==> src/rtl/alu_issue_stage.sv <==
// Execute-stage wrapper in front of the integer ALU: decodes funct3/funct7 into an ALU
// opcode, holds operands in a one-entry register that drives the ALU, and queues results.
module alu_issue_stage #(
  parameter int DEPTH = 2,
  parameter int TAG_W = 4
) (
  input  logic             clk,
  input  logic             rst,
  input  logic             flush,
  input  logic             in_valid,
  output logic             in_ready,
  input  logic [2:0]       in_funct3,
  input  logic             in_funct7_b5,
  input  logic             in_is_imm,
  input  logic [31:0]      in_rs1,
  input  logic [31:0]      in_rs2,
  input  logic [31:0]      in_imm,
  input  logic [4:0]       in_rd,
  input  logic [TAG_W-1:0] in_tag,
  output logic [3:0]       alu_op,
  output logic [31:0]      alu_a,
  output logic [31:0]      alu_b,
  input  logic [31:0]      alu_y,
  output logic             out_valid,
  input  logic             out_ready,
  output logic [31:0]      out_result,
  output logic [4:0]       out_rd,
  output logic [TAG_W-1:0] out_tag,
  output logic             out_illegal
);

  localparam int PTR_W = (DEPTH > 1) ? $clog2(DEPTH) : 1;
  localparam int CNT_W = $clog2(DEPTH + 1);

  localparam logic [3:0] OP_ADD = 4'b0000;
  localparam logic [3:0] OP_SUB = 4'b0001;
  localparam logic [3:0] OP_AND = 4'b0010;
  localparam logic [3:0] OP_OR  = 4'b0011;
  localparam logic [3:0] OP_XOR = 4'b0100;
  localparam logic [3:0] OP_SLL = 4'b0101;
  localparam logic [3:0] OP_SRL = 4'b0110;
  localparam logic [3:0] OP_SRA = 4'b0111;
  localparam logic [3:0] OP_BAD = 4'b1111;

  // Operand register (drives the ALU directly)
  logic             a_valid;
  logic [3:0]       op_q;
  logic [31:0]      a_q;
  logic [31:0]      b_q;
  logic [4:0]       rd_q;
  logic [TAG_W-1:0] tag_q;
  logic             ill_q;

  // Result FIFO
  logic [31:0]      res_mem [DEPTH];
  logic [4:0]       rd_mem  [DEPTH];
  logic [TAG_W-1:0] tag_mem [DEPTH];
  logic             ill_mem [DEPTH];
  logic [PTR_W-1:0] wr_ptr;
  logic [PTR_W-1:0] rd_ptr;
  logic [CNT_W-1:0] count;

  logic [3:0] dec_op;
  logic       dec_ill;
  logic       fifo_full;
  logic       move;
  logic       push;
  logic       pop;
  logic       accept;

  function automatic logic [PTR_W-1:0] next_ptr(input logic [PTR_W-1:0] p);
    return (p == PTR_W'(DEPTH - 1)) ? '0 : p + PTR_W'(1);
  endfunction

  always_comb begin
    dec_op  = OP_ADD;
    dec_ill = 1'b0;
    case (in_funct3)
      3'b000:  dec_op = (in_funct7_b5 && !in_is_imm) ? OP_SUB : OP_ADD;
      3'b001:  dec_op = OP_SLL;
      3'b100:  dec_op = OP_XOR;
      3'b101:  dec_op = in_funct7_b5 ? OP_SRA : OP_SRL;
      3'b110:  dec_op = OP_OR;
      3'b111:  dec_op = OP_AND;
      default: begin
        // funct3 010/011 have no ALU opcode; flag them so writeback can trap
        dec_op  = OP_BAD;
        dec_ill = 1'b1;
      end
    endcase
  end

  // Handshakes: a transfer happens on a rising edge where valid && ready are both high;
  // valid never depends on ready, while in_ready depends on out_ready combinationally.
  // flush blocks accept, push and pop for the cycle it is high.
  assign fifo_full = (count == CNT_W'(DEPTH));
  assign out_valid = (count != '0);
  assign move      = a_valid && (!fifo_full || (out_valid && out_ready));
  assign in_ready  = !flush && (!a_valid || move);
  assign accept    = in_valid && in_ready;
  assign push      = move && !flush;
  assign pop       = out_valid && out_ready && !flush;

  always_ff @(posedge clk or posedge rst) begin
    if (rst) begin
      a_valid <= 1'b0;
      op_q    <= '0;
      a_q     <= '0;
      b_q     <= '0;
      rd_q    <= '0;
      tag_q   <= '0;
      ill_q   <= 1'b0;
    end else if (flush) begin
      a_valid <= 1'b0;
    end else if (accept) begin
      a_valid <= 1'b1;
      op_q    <= dec_op;
      a_q     <= in_rs1;
      b_q     <= in_is_imm ? in_imm : in_rs2;
      rd_q    <= in_rd;
      tag_q   <= in_tag;
      ill_q   <= dec_ill;
    end else if (move) begin
      a_valid <= 1'b0;
    end
  end

  assign alu_op = op_q;
  assign alu_a  = a_q;
  assign alu_b  = b_q;

  always_ff @(posedge clk or posedge rst) begin
    if (rst) begin
      for (int i = 0; i < DEPTH; i++) begin
        res_mem[i] <= '0;
        rd_mem[i]  <= '0;
        tag_mem[i] <= '0;
        ill_mem[i] <= 1'b0;
      end
    end else if (push) begin
      res_mem[wr_ptr] <= alu_y;
      rd_mem[wr_ptr]  <= rd_q;
      tag_mem[wr_ptr] <= tag_q;
      ill_mem[wr_ptr] <= ill_q;
    end
  end

  always_ff @(posedge clk or posedge rst) begin
    if (rst) begin
      wr_ptr <= '0;
      rd_ptr <= '0;
      count  <= '0;
    end else if (flush) begin
      wr_ptr <= '0;
      rd_ptr <= '0;
      count  <= '0;
    end else begin
      if (push) wr_ptr <= next_ptr(wr_ptr);
      if (pop)  rd_ptr <= next_ptr(rd_ptr);
      // A simultaneous push and pop is legal even when full: the head leaves as the tail fills
      case ({push, pop})
        2'b10:   count <= count + CNT_W'(1);
        2'b01:   count <= count - CNT_W'(1);
        default: count <= count;
      endcase
    end
  end

  assign out_result  = res_mem[rd_ptr];
  assign out_rd      = rd_mem[rd_ptr];
  assign out_tag     = tag_mem[rd_ptr];
  assign out_illegal = ill_mem[rd_ptr];

endmodule
==> config.mk <==
export PLATFORM = sky130hd
export DESIGN_NAME = alu_issue_stage
export DESIGN_NICKNAME = d
export VERILOG_FILES = /design/src/rtl/alu_issue_stage.sv
export SDC_FILE = /design/constraint.sdc
export NUM_CORES = 1
export LEC_CHECK = 0
export CAP_MARGIN = 0
export CELL_PAD_IN_SITES_DETAIL_PLACEMENT = 2
export CELL_PAD_IN_SITES_GLOBAL_PLACEMENT = 2
export CORE_MARGIN = 2
export CORE_UTILIZATION = 33
export CTS_BUF_LIST = sky130_fd_sc_hd__clkbuf_8
export DETAILED_ROUTE_END_ITERATION = 8
export HOLD_SLACK_MARGIN = 0.05
export PLACE_DENSITY_LB_ADDON = 0.1
export SYNTH_ARGS = -nofsm -noshare
export SYNTH_HDL_FRONTEND = slang
export SYNTH_SLANG_ARGS = --single-unit
==> constraint.sdc <==
create_clock -name clk -period 13.7 [get_ports clk]
set_input_delay 2.74 -clock clk [delete_from_list [all_inputs] [get_ports clk]]
set_output_delay 2.74 -clock clk [all_outputs]
set_load 0.01 [all_outputs]
# Word level (Yosys, flattened, before mapping)
# Cells that the tools add are included.
# Widths: inputs -> output; s select.
# op_classes
n_bitwise	3
n_mux	40
eq_ne	8
reduce_logical	22
n_lt_le_gt_ge	3
add_sub_neg	4
# ops
op	n
$mux 32	5
$bwmux 64	1
$demux 32 s1	1
$pmux 4 s6	1
$mux 5	4
$mux 1	16
$mux 4	4
$eq 3x3->1 const B	4
$bwmux 10	1
$bwmux 8	1
$logic_and 1x1->1	8
$reduce_bool 2->1	3
$reduce_bool 3->1	2
$reduce_or 6->1	1
$demux 5 s1	1
$demux 4 s1	1
$eq 2x2->1 const B	2
$ge 2x2->1 const B	2
$logic_not 1->1	4
$not 1->2	2
$pmux 2 s2	1
$eq 3x1->1 const B	1
$logic_not 3->1	1
$add 1x1->1 const B	2
other kinds (10)	11
# totals
inputBits	147
register_bits	167
output_inout_bits	112
elab_cells	98

# Longest topological paths before layout
# logic_depth
depth_word	9
mapped_depth	8
depth_no_buf	3

# Least setup slack after synthesis
# OpenSTA, ideal clock, no wires.
# synth_path
path_type	input to output
from	input out_ready
to	output in_ready
t_required_ns	10.960
path_slack_ns	7.799
arrival_time_ns	3.161
n_path_buf	0
cell_stages	2
path_cell_list	nor4bb_1 nor2_1
# synth_via
elab_chain_cells	5
# synth_lines
element	line_no	text
start: declaration	25	input logic out_ready,
$logic_and 1x1->1	98	assign move = a_valid && (!fifo_full || (out_valid && out_ready));
$logic_or 1x1->1	98	
$logic_and 1x1->1	98	
$logic_or 1x1->1	99	assign in_ready = !flush && (!a_valid || move);
$logic_and 1x1->1	99	
end: declaration	11	output logic in_ready,
# Every way passes these cells.

# Worst setup path after layout
# Ends and elaborated chain as after synthesis.

==> results.json <==
{
  "status": "finished clean",
  "grt_util_all_layers": 0.191,
  "ctsHoldBuffers": 0,
  "finalPower_uw": 1390,
  "final_hold_viol_count": 0,
  "clk_pin_slew_ns": 0.09,
  "syn_area_um2": 7380,
  "nets": 904,
  "antenna_cells": 0,
  "route.detailed.drc": 0,
  "post-route-period-util": 0.512,
  "yosysTopAreaCellShare": 0.566,
  "ys_warn_count": 0,
  "tns_ns": 0,
  "clockBufferDepth": 2,
  "gp_congestion": 0.741,
  "ys_seq_area_frac": 0.566,
  "viasPerCell": 4.97,
  "grt_pass1_wl_um": 35400,
  "clk_latency_ns": 0.45,
  "finalMaxSlewViolations": 0,
  "timing.fmax_mhz": 143,
  "critPathRequiredTime_ns": 10.96,
  "setup_viol": 0,
  "rrSetupSlack_ns": 11.09,
  "period_minus_slack_ns": 7.02,
  "post_cts_buffers": 0,
  "cts_tree": "built",
  "hold_class": "reg2reg",
  "fin_skew_ns": 0.0150,
  "grt_max_degree": 91,
  "path_class": "in2out",
  "yosys.area.top_type": "dfrtp_1",
  "drive_above_1_share": 0.278,
  "die_height_um": 154,
  "syn_area_per_cell_um2": 14.3,
  "path_cells": "clkdlybuf4s50_1 -> nor4bb_1 -> nor2_1 -> clkdlybuf4s50_1",
  "timing.critical_path.buf_inv": 2,
  "drt_iter0_markers": 147,
  "ctsResizeCount": 0,
  "max-slew-margin-rel": 0.249,
  "holdWs_ns": 0.507,
  "leakagePower_uw": 0.00449,
  "numCtsBuffers": 17,
  "cp-end-kind": "output port",
  "numPlacedInstances": 1018,
  "clock_sinks": 167,
  "num_rows": 54,
  "portBuffers": 258,
  "dr.pass1.iters": 4,
  "rsz0062_at_grt": "no",
  "post_layout_nonfiller_instances": 1050,
  "grt-ovfl-total": 0,
  "coreArea_um2": 21900,
  "wl_per_cell_um": 20.7,
  "antenna_found_initial": 0,
  "dpl.hpwl_um": 14800,
  "powerDensity_nw_per_um2": 132,
  "start_util": 0.337,
  "h-tree-depth": 4,
  "fin_util": 0.480,
  "via_count": 5220,
  "start_kind": "input port",
  "crit_path_max_incr_delay_ns": 0.50,
  "synthCells": 515,
  "syn_nets": 662,
  "cpLargestDelayFamily": "buffers and inverters",
  "slowest_stage": "clkdlybuf4s50_1",
  "antenna_left": 0,
  "totalWireLength_um": 21800,
  "ys_ff_latch": 167,
  "die_x_um": 154,
  "cp_common_cell": "clkdlybuf4s50_1",
  "ioPinCount": 259,
  "die_area_um2": 23600,
  "area_growth_syn_to_layout_pct": 42.5,
  "synth.distinct_cells": 29,
  "critPathArrivalTime_ns": 4.28,
  "crit_path_max_fanout": 7,
  "synthTopCellsByArea": "dfrtp_1, mux2_2, mux2_4, mux2i_1, a31oi_1",
  "clk_root_buffer_cell": "clkbuf_8",
  "tightest_slew_ns": 1.13,
  "cap_violations": 0,
  "first_global_vias": 6130,
  "vdd_drop_max_uv": 54.2
}
worst reg2reg max path: stages (launching register included):
cell	delay, ns
dfrtp_1	0.49
nand4bb_1	0.18
buf_4	0.38
and3_4	0.96
mux2_2	0.48
cells in the mapped netlist:
| library cell | number |
|---|---|
| a21o_1 | 1 |
| a21oi_1 | 38 |
| a31oi_1 | 35 |
| and3_1 | 1 |
| buf_1 | 1 |
| buf_2 | 16 |
| buf_6 | 4 |
| clkbuf_1 | 19 |
| dfrtp_1 | 167 |
| inv_1 | 2 |
| inv_2 | 2 |
| mux2_2 | 130 |
| mux2_4 | 40 |
| mux2i_1 | 34 |
| nand2_1 | 1 |
| nand2b_1 | 2 |
| nand4b_1 | 1 |
| nand4bb_1 | 1 |
| nor2_1 | 4 |
| nor2b_1 | 3 |
| nor3_1 | 2 |
| nor3b_1 | 2 |
| nor4bb_1 | 1 |
| o211a_1 | 1 |
| o21ai_0 | 3 |
| or2_2 | 1 |
| or3_1 | 1 |
| or4_1 | 1 |
| xor2_1 | 1 |
layout make-up:
cell class | instances | area [µm²]
clock inverter | 13 | 96.3
sequential | 167 | 4180
clock buffer | 19 | 262
inverter | 4 | 20.0
timing repair buffer | 263 | 2620
tap | 280 | 350
fill | 2136 | 11400
multi-input combinational | 304 | 2990
registers in the layout, indices dropped and copies added, names as in the netlist:
signal,flops
res_mem,64
alu_a,32
alu_b,32
rd_mem,10
tag_mem,8
rd_q,5
alu_op,4
tag_q,4
count,2
ill_mem,2
a_valid,1
ill_q,1
rd_ptr,1
wr_ptr,1
through the flow:
stage	setup slack (ns)	area (µm²)
2_1_floorplan	6.44	7380
3_3_place_gp	6.74	10200
3_5_place_dp	6.68	10200
4_1_cts	6.67	10500
5_1_grt	6.58	10500
6_report	6.68	10500
logic make-up (layout without fill, tap and decap cells):
family	after synthesis	after routing	synth area share
mux	204	204	0.326
flops	167	167	0.566
compound gates	78	78	0.0598
buf+inv	44	299	0.0292
simple gates	21	21	0.0178
xor+xnor	1	1	0.00119
placed cells by master (no fill, tap or decap), types with 2 or more instances in the layout:
cell | synthesis | routed
inv_6 | 0 | 6
nand2b_1 | 2 | 2
nor3_1 | 2 | 2
mux2_4 | 40 | 40
clkbuf_8 | 0 | 19
a21oi_1 | 38 | 38
buf_4 | 0 | 5
mux2i_1 | 34 | 34
clkinvlp_4 | 0 | 4
nor2_1 | 4 | 4
mux2_2 | 130 | 130
nor3b_1 | 2 | 2
dfrtp_1 | 167 | 166
inv_1 | 2 | 2
nor2b_1 | 3 | 3
clkdlybuf4s50_1 | 0 | 257
a31oi_1 | 35 | 35
inv_2 | 2 | 2
o21ai_0 | 3 | 3
clkinv_2 | 0 | 2
power by group:
part           total (µW)  leakage [µW]  switching, µW  internal, µW
Combinational         409       0.00233            146           263
Sequential            648       0.00198           57.3           590
Clock                 330      0.000177            193           137
per-layer routing:
metal	vias to the layer above	GRT usage	wire, µm
li1	2349	-	-
met3	13	0.0724	1690
met1	2693	0.228	8760
met4	0	0.0393	182
met2	165	0.331	11100
met5	-	0	0
path summary, 6_finish.rpt:
path                            depth (start not counted)           to      start
worst max register to register                          4     alu_a[0]   count[0]
worst max-delay path                                    4     in_ready  out_ready
worst min register to register                          1    rd_mem[2]  rd_mem[2]
min in group asynchronous                               2     alu_b[4]        rst
max in group asynchronous                               3  res_mem[58]        rst
worst min-delay path                                    1    rd_mem[2]  rd_mem[2]
Note: power is estimated with default switching activity, not from simulation.
